`config.mk`:
```
export PLATFORM = sky130hd
export DESIGN_NAME = alu_exec
export DESIGN_NICKNAME = d
export VERILOG_FILES = /design/src/rtl/alu_exec.sv
export SDC_FILE = /design/constraint.sdc
export NUM_CORES = 1
export LEC_CHECK = 0
export ABC_CLOCK_PERIOD_IN_PS = 3840
export CORE_MARGIN = 4
export CORE_UTILIZATION = 30
export CTS_CLUSTER_SIZE = 24
export DETAILED_ROUTE_END_ITERATION = 6
export GPL_TIMING_DRIVEN = 1
export MAX_ROUTING_LAYER = met4
export PLACE_DENSITY = 0.54
export SLEW_MARGIN = 5
export SYNTH_ARGS = -nofsm -noshare
export SYNTH_HDL_FRONTEND = slang
export SYNTH_SLANG_ARGS = --single-unit
```
`constraint.sdc`:
```
create_clock -name clock -period 3.84 [get_ports clock]
set_clock_uncertainty 0.15 [all_clocks]
set_input_delay 0.576 -clock clock [delete_from_list [all_inputs] [get_ports clock]]
set_output_delay 0.576 -clock clock [all_outputs]
set_load 0.05 [all_outputs]
```
`src/rtl/alu_exec.sv`:
```
// jacaranda-8 execute unit: 8-bit ALU with iterative one-bit-per-cycle shifts.
// Valid/ready on both sides; results are held until the consumer takes them.
module alu_exec #(
  parameter int WIDTH     = 8,
  parameter int MAX_SHAMT = 8
) (
  input  logic             clock,
  input  logic             reset,
  input  logic             in_valid,
  output logic             in_ready,
  input  logic [3:0]       alu_ctrl,
  input  logic [WIDTH-1:0] rd_val,
  input  logic [WIDTH-1:0] rs_val,
  output logic             out_valid,
  input  logic             out_ready,
  output logic [WIDTH-1:0] result,
  output logic             zf,
  output logic             cf,
  output logic             err
);

  localparam int CW = $clog2(MAX_SHAMT + 1);

  typedef enum logic [1:0] {
    S_IDLE,
    S_SHIFT,
    S_DONE
  } state_e;

  typedef enum logic [1:0] {
    SK_SLL,
    SK_SRL,
    SK_SRA
  } shk_e;

  state_e          state_q, state_d;
  shk_e            shk_q, shk_d;
  logic [WIDTH-1:0] res_q, res_d;
  logic [CW-1:0]   cnt_q, cnt_d;
  logic            zf_q, zf_d;
  logic            cf_q, cf_d;
  logic            err_q, err_d;

  logic [WIDTH:0]  sum;
  logic [CW-1:0]   shamt;

  assign sum = {1'b0, rd_val} + {1'b0, rs_val};

  // Shift amount from the low nibble, clamped to the register width.
  always_comb begin
    shamt = rs_val[CW-1:0];
    if (rs_val[CW-1:0] > CW'(MAX_SHAMT)) shamt = CW'(MAX_SHAMT);
  end

  // Next-state: accept and compute in IDLE, step shifts, release on handshake.
  always_comb begin
    state_d = state_q;
    shk_d   = shk_q;
    res_d   = res_q;
    cnt_d   = cnt_q;
    zf_d    = zf_q;
    cf_d    = cf_q;
    err_d   = err_q;
    unique case (state_q)
      S_IDLE: begin
        if (in_valid) begin
          state_d = S_DONE;
          cf_d    = 1'b0;
          err_d   = 1'b0;
          unique case (alu_ctrl)
            4'b0000: begin
              res_d = sum[WIDTH-1:0];
              cf_d  = sum[WIDTH];
            end
            4'b0001: begin
              res_d = rd_val - rs_val;
              cf_d  = (rd_val < rs_val);
            end
            4'b0010: res_d = rd_val & rs_val;
            4'b0011: res_d = rd_val | rs_val;
            4'b0100: res_d = ~rd_val;
            4'b0101, 4'b0110, 4'b0111: begin
              res_d = rd_val;
              unique case (alu_ctrl[1:0])
                2'b01:   shk_d = SK_SLL;
                2'b10:   shk_d = SK_SRL;
                default: shk_d = SK_SRA;
              endcase
              if (shamt != '0) begin
                state_d = S_SHIFT;
                cnt_d   = shamt;
              end
            end
            4'b1000: res_d = rs_val;
            default: begin
              res_d = '0;
              err_d = 1'b1;
            end
          endcase
          zf_d = ~|res_d;
        end
      end
      S_SHIFT: begin
        unique case (shk_q)
          SK_SLL: begin
            cf_d  = res_q[WIDTH-1];
            res_d = {res_q[WIDTH-2:0], 1'b0};
          end
          SK_SRL: begin
            cf_d  = res_q[0];
            res_d = {1'b0, res_q[WIDTH-1:1]};
          end
          default: begin
            cf_d  = res_q[0];
            res_d = {res_q[WIDTH-1], res_q[WIDTH-1:1]};
          end
        endcase
        cnt_d = cnt_q - 1'b1;
        zf_d  = ~|res_d;
        if (cnt_q == CW'(1)) state_d = S_DONE;
      end
      S_DONE: begin
        if (out_ready) state_d = S_IDLE;
      end
      default: state_d = S_IDLE;
    endcase
  end

  // State and datapath registers; reset aborts any operation in flight.
  always_ff @(posedge clock or posedge reset) begin
    if (reset) begin
      state_q <= S_IDLE;
      shk_q   <= SK_SLL;
      res_q   <= '0;
      cnt_q   <= '0;
      zf_q    <= 1'b0;
      cf_q    <= 1'b0;
      err_q   <= 1'b0;
    end else begin
      state_q <= state_d;
      shk_q   <= shk_d;
      res_q   <= res_d;
      cnt_q   <= cnt_d;
      zf_q    <= zf_d;
      cf_q    <= cf_d;
      err_q   <= err_d;
    end
  end

  assign in_ready  = (state_q == S_IDLE);
  assign out_valid = (state_q == S_DONE);
  assign result    = res_q;
  assign zf        = zf_q;
  assign cf        = cf_q;
  assign err       = err_q;

endmodule
```
# Word-level counts from Yosys, hierarchy flattened
# Cells that the tools add are included.
# W data, S select, Z words.
# word_totals
mem_bits_rw	0
out_inout_bits	13
reg_bits	19
n_memories	0
elab_cells	76
romBits	0
latchBits	0
# classes
eq_ne	19
shifts	0
bitwise	3
n_div	0
n_mux	26
n_reduce_logical	16
mul	0
n_lt_le_gt_ge	2
n_addsub	3
# ops
operator	count
$pmux W8 S7	1
$mux W8	4
$pmux W8 S2	2
$eq A4 B3 Y1 const B	4
$mux W4	4
$reduce_or A8 Y1	2
$mux W2	5
$add A8 B8 Y9	1
$reduce_or A9 Y1	1
$and A8 B8 Y8	1
$eq A4 B1 Y1 const B	2
$eq A4 B2 Y1 const B	2
$lt A8 B8 Y1	1
$not A8 Y8	1
$or A8 B8 Y8	1
$pmux W4 S2	1
$sub A8 B8 Y8	1
$eq A2 B1 Y1 const B	3
$ne A2 B1 Y1 const B	3
$pmux W1 S2	3
$pmux W2 S3	1
$reduce_and A3 Y1	2
$eq A2 B2 Y1 const B	2
$eq A4 B4 Y1 const B	1
other kinds (13)	20

# Longest topological paths before layout
# depth
depth_word	9
depth_mapped	10
mapped_depth_nobuf	10

# Worst setup path before layout
# No wires, ideal clock.
# synth_timing
kind	input-to-reg
from	in rd_val[1]
to	reg zf_q (netlist: zf)
cell_stages	8
t_required_ps	3595
path_slack_ps	1045
n_path_buf	0
arrival_ps	2549
path_cell_list	inv_1 -> ha_1 -> o21bai_1 -> a21oi_1 -> a221o_1 -> a221o_1 -> or4_1 -> o31ai_1
# synth_via
elab_chain_cells	8
# synth_lines
element	line	text
from (decl)	12	input logic [WIDTH-1:0] rd_val,
$sub A8 B8 Y8, or another cell as far along	76	res_d = rd_val - rs_val;
$pmux W8 S7 (*)	70	unique case (alu_ctrl)
$mux W8 (*)	66	if (in_valid) begin
$mux W8 (*)	64	unique case (state_q)
$reduce_or A8 Y1 (*)	100	zf_d = ~|res_d;
$logic_not A1 Y1 (*)	100	
$mux W1 (*)	66	
$pmux W1 S2 (*)	64	
to (signal assigned)	144	zf_q <= zf_d;
to (decl)	40	logic zf_q, zf_d;
# Every way passes the cells marked *; elsewhere a longest branch is shown, timed or not. The select of a mux whose other input is x is not followed.
# A chain may end at the register's enable or synchronous reset.

# Worst setup path after layout
# layout_timing
from	in rs_val[0]
to	reg zf_q (netlist: zf)
# layout_via
elab_chain_cells	8
# layout_lines
element	line	text
from (decl)	13	input logic [WIDTH-1:0] rs_val,
$sub A8 B8 Y8, or another cell as far along	76	
$pmux W8 S7 (*)	70	
$mux W8 (*)	66	
$mux W8 (*)	64	
$reduce_or A8 Y1 (*)	100	
$logic_not A1 Y1 (*)	100	
$mux W1 (*)	66	
$pmux W1 S2 (*)	64	
# Marks and branches as above.

==> impl_metrics.tcl <==
set metrics [dict create \
    via_per_inst 5.590 \
    yosysTopAreaCellShare 0.1856 \
    synth_warnings 0 \
    yosysUniqueCellTypes 56 \
    clk_latency_ns 0.26 \
    fill_cells 879 \
    place_area_mm2 0.003072 \
    worstSetupStartpointType "input port" \
    drive_gt1_frac 0.06971 \
    fin_setup_tns_ns 0 \
    nets 431 \
    grt.overflow.total 0 \
    clkTransAtPathRegs_ns 0.08 \
    tightest_slew_ns 1.022 \
    synth-seq-cells 19 \
    cts_resized 0 \
    avgRoutedWirePerCell_um 17.10 \
    final-setup-viol-count 0 \
    first_global_vias 2574 \
    core_mm2 0.008258 \
    p_switching_uw 757.6 \
    critPathKind "input port to flip-flop" \
    post-route-util 0.3776 \
    grt.total_usage 0.1677 \
    antenna_found_initial 0 \
    drv_cap 0 \
    fin_crit_ns 3.362 \
    slew_viol_final 0 \
    numPortBuffers 36 \
    initial_utilization 0.3102 \
    cts_tree "yes" \
    cts.root.buffer_cell "clkbuf_8" \
    slew_headroom 0.3134 \
    cp_data_arrival_time_ns 3.38 \
    p_int_uw 715.5 \
    final_cell_mix "inv_1 (36), clkdlybuf4s50_1 (36), a21oi_1 (32)" \
    grt_start_max_net_pins 20 \
    synthArstFlopShare 1.000 \
    rows 33 \
    fp.dieArea_mm2 0.01008 \
    cts_htree_levels 1 \
    leakage_uw 0.001389 \
    stdcell_area_mm2 0.003118 \
    syn-cell-area_mm2 0.002561 \
    status "complete, no violations" \
    io_pins 37 \
    synthTopCellsByArea "dfrtp_1 (19%), ha_1 (15%), a21oi_1 (6.3%)" \
    swShare 0.5143 \
    drt-initial-drc-count 152 \
    cp_data_required_time_ns 3.85 \
    syn2layout_area_growth_pct 21.74 \
    worst_hold_path_type "flip-flop to flip-flop" \
    cts.sinks 19 \
    crit_path_max_fanout 6 \
    power_density_mw_per_mm2 472.5 \
    drc_errors 0 \
    hold_slack_ns 0.3464 \
    hpwl_um 6363 \
    max_freq_ghz 0.2974 \
    vias 2672 \
    pwr-share-seq 0.290 \
    synth_nets 396 \
    yosysTopAreaCell "dfrtp_1" \
    period_share 0.8756 \
    drt-total-wl_um 8173 \
    cts.path.max_buffers 2 \
    diodes 0 \
    p_clk_frac 0.098 \
    grt_pass1_wl_um 13300 \
    vdd_drop_max_mv 0.1745 \
    floorplan.die.height_um 100.4 \
    post_cts_buffers 0 \
    numCtsBuffers 3 \
    hold_viol_final 0 \
    synth-main-ff-cell "dfrtp_1" \
    place_congestion 0.9285 \
    ant_nets 0 \
    post_synth.cell_area_avg_um2 7.555 \
    postCtsHoldBufs 0 \
    synth_seq_area_share 0.1856 \
    drtPass1Iterations 4 \
    p_comb_frac 0.612 \
    die_w_um 100.4 \
    synth_cells 339 \
    synth_edf_count 0 \
    rsz0062_at_grt "no" \
    cp-end-kind "flip-flop" \
]
## layer usage
| layer | track usage | vias up | routed length, µm |
|---|---|---|---|
| met2 | 0.2717 | 108 | 3876 |
| met4 | 0.07150 | 0 | 177 |
| met1 | 0.2114 | 1247 | 3526 |
| met5 | - | - | 0 |
| met3 | 0.01876 | 12 | 592 |
| li1 | - | 1305 | - |
## state kept, by name, summed over array words and instances, names as in the netlist
name / cells
cf: 1
cnt_q: 4
err: 1
result: 8
shk_q: 2
state_q: 2
zf: 1
## critical path, stage by stage
cell and delay (ns):
clkdlybuf4s50_1 0.61, ha_1 0.31, fa_1 0.46, a22oi_1 0.18, o221ai_1 0.13, a22o_1 0.21
nor2_1 0.17, nand3_1 0.09, or4_1 0.40, o31ai_1 0.24
## Yosys cell counts, drive strengths merged, types with 2 or more instances
cell,count
a211oi,8
nand2b,10
nand3b,2
nor2,31
o21bai,6
a21o,4
o21a,3
fa,2
o311a,3
nor3,12
o21ai,19
a22oi,4
dfrtp,19
o31ai,6
xor2,2
a221o,3
nand3,6
a2bb2oi,2
inv,36
mux2i,7
a21oi,32
o31a,2
nor2b,5
a221oi,8
nand2,22
nor4,4
mux2,2
a311oi,2
o221a,2
clkbuf,14
o221ai,3
buf,4
o22ai,4
a31oi,3
ha,31
## final cells by class
type	instances	area, µm²	area share
Clock buffer	3	41.29	0.01324
Tap cell	105	131.4	0.04213
Inverter	36	135.1	0.04334
Multi-Input combinational cell	266	1879	0.6027
Timing Repair Buffer	48	450.4	0.1445
Sequential cell	19	475.5	0.1525
Clock inverter	1	5.005	0.001605
## power groups by stage
stage          registers, µW  clock network, µW  logic, µW
5_1_grt                  444                157        980
3_5_place_dp             430                  0        903
3_3_place_gp             432                  0        903
6_report                 427                144        902
4_1_cts                  426                148        906
2_1_floorplan            544                  0        496
## kinds of logic (layout without fill, tap and decap cells)
kind of cell	count (synthesis)	count (layout)	synth area share
multiplexers	9	9	0.03615
XOR/XNOR	2	2	0.006841
flip-flops	19	19	0.1856
AO/OA/AOI/OAI	123	123	0.3332
AND/OR/NAND/NOR	99	99	0.1905
buffers and inverters	54	88	0.08060
adder cells (fa/ha/maj)	33	33	0.1671
## through the flow
step	power, µW	setup WS [ns]	std cells
2_1_floorplan	1040	1.045	339
3_3_place_gp	1335	0.2036	474
3_5_place_dp	1333	0.1947	474
4_1_cts	1480	0.4529	478
5_1_grt	1582	0.2615	478
6_report	1473	0.4776	478
## path summary, 6_finish.rpt
check | from | to | slack (ns) | cells after the start
min in group asynchronous | reset | cnt_q[3] | 0.59 | 2
setup / recovery | rs_val[0] | zf | 0.48 | 10
max in group asynchronous | reset | result[3] | 2.47 | 2
hold reg to reg | err | err | 0.35 | 2
hold / removal | err | err | 0.35 | 2
setup reg to reg | state_q[1] | zf | 1.38 | 6
No activity file was read; power rests on OpenSTA's default activity.
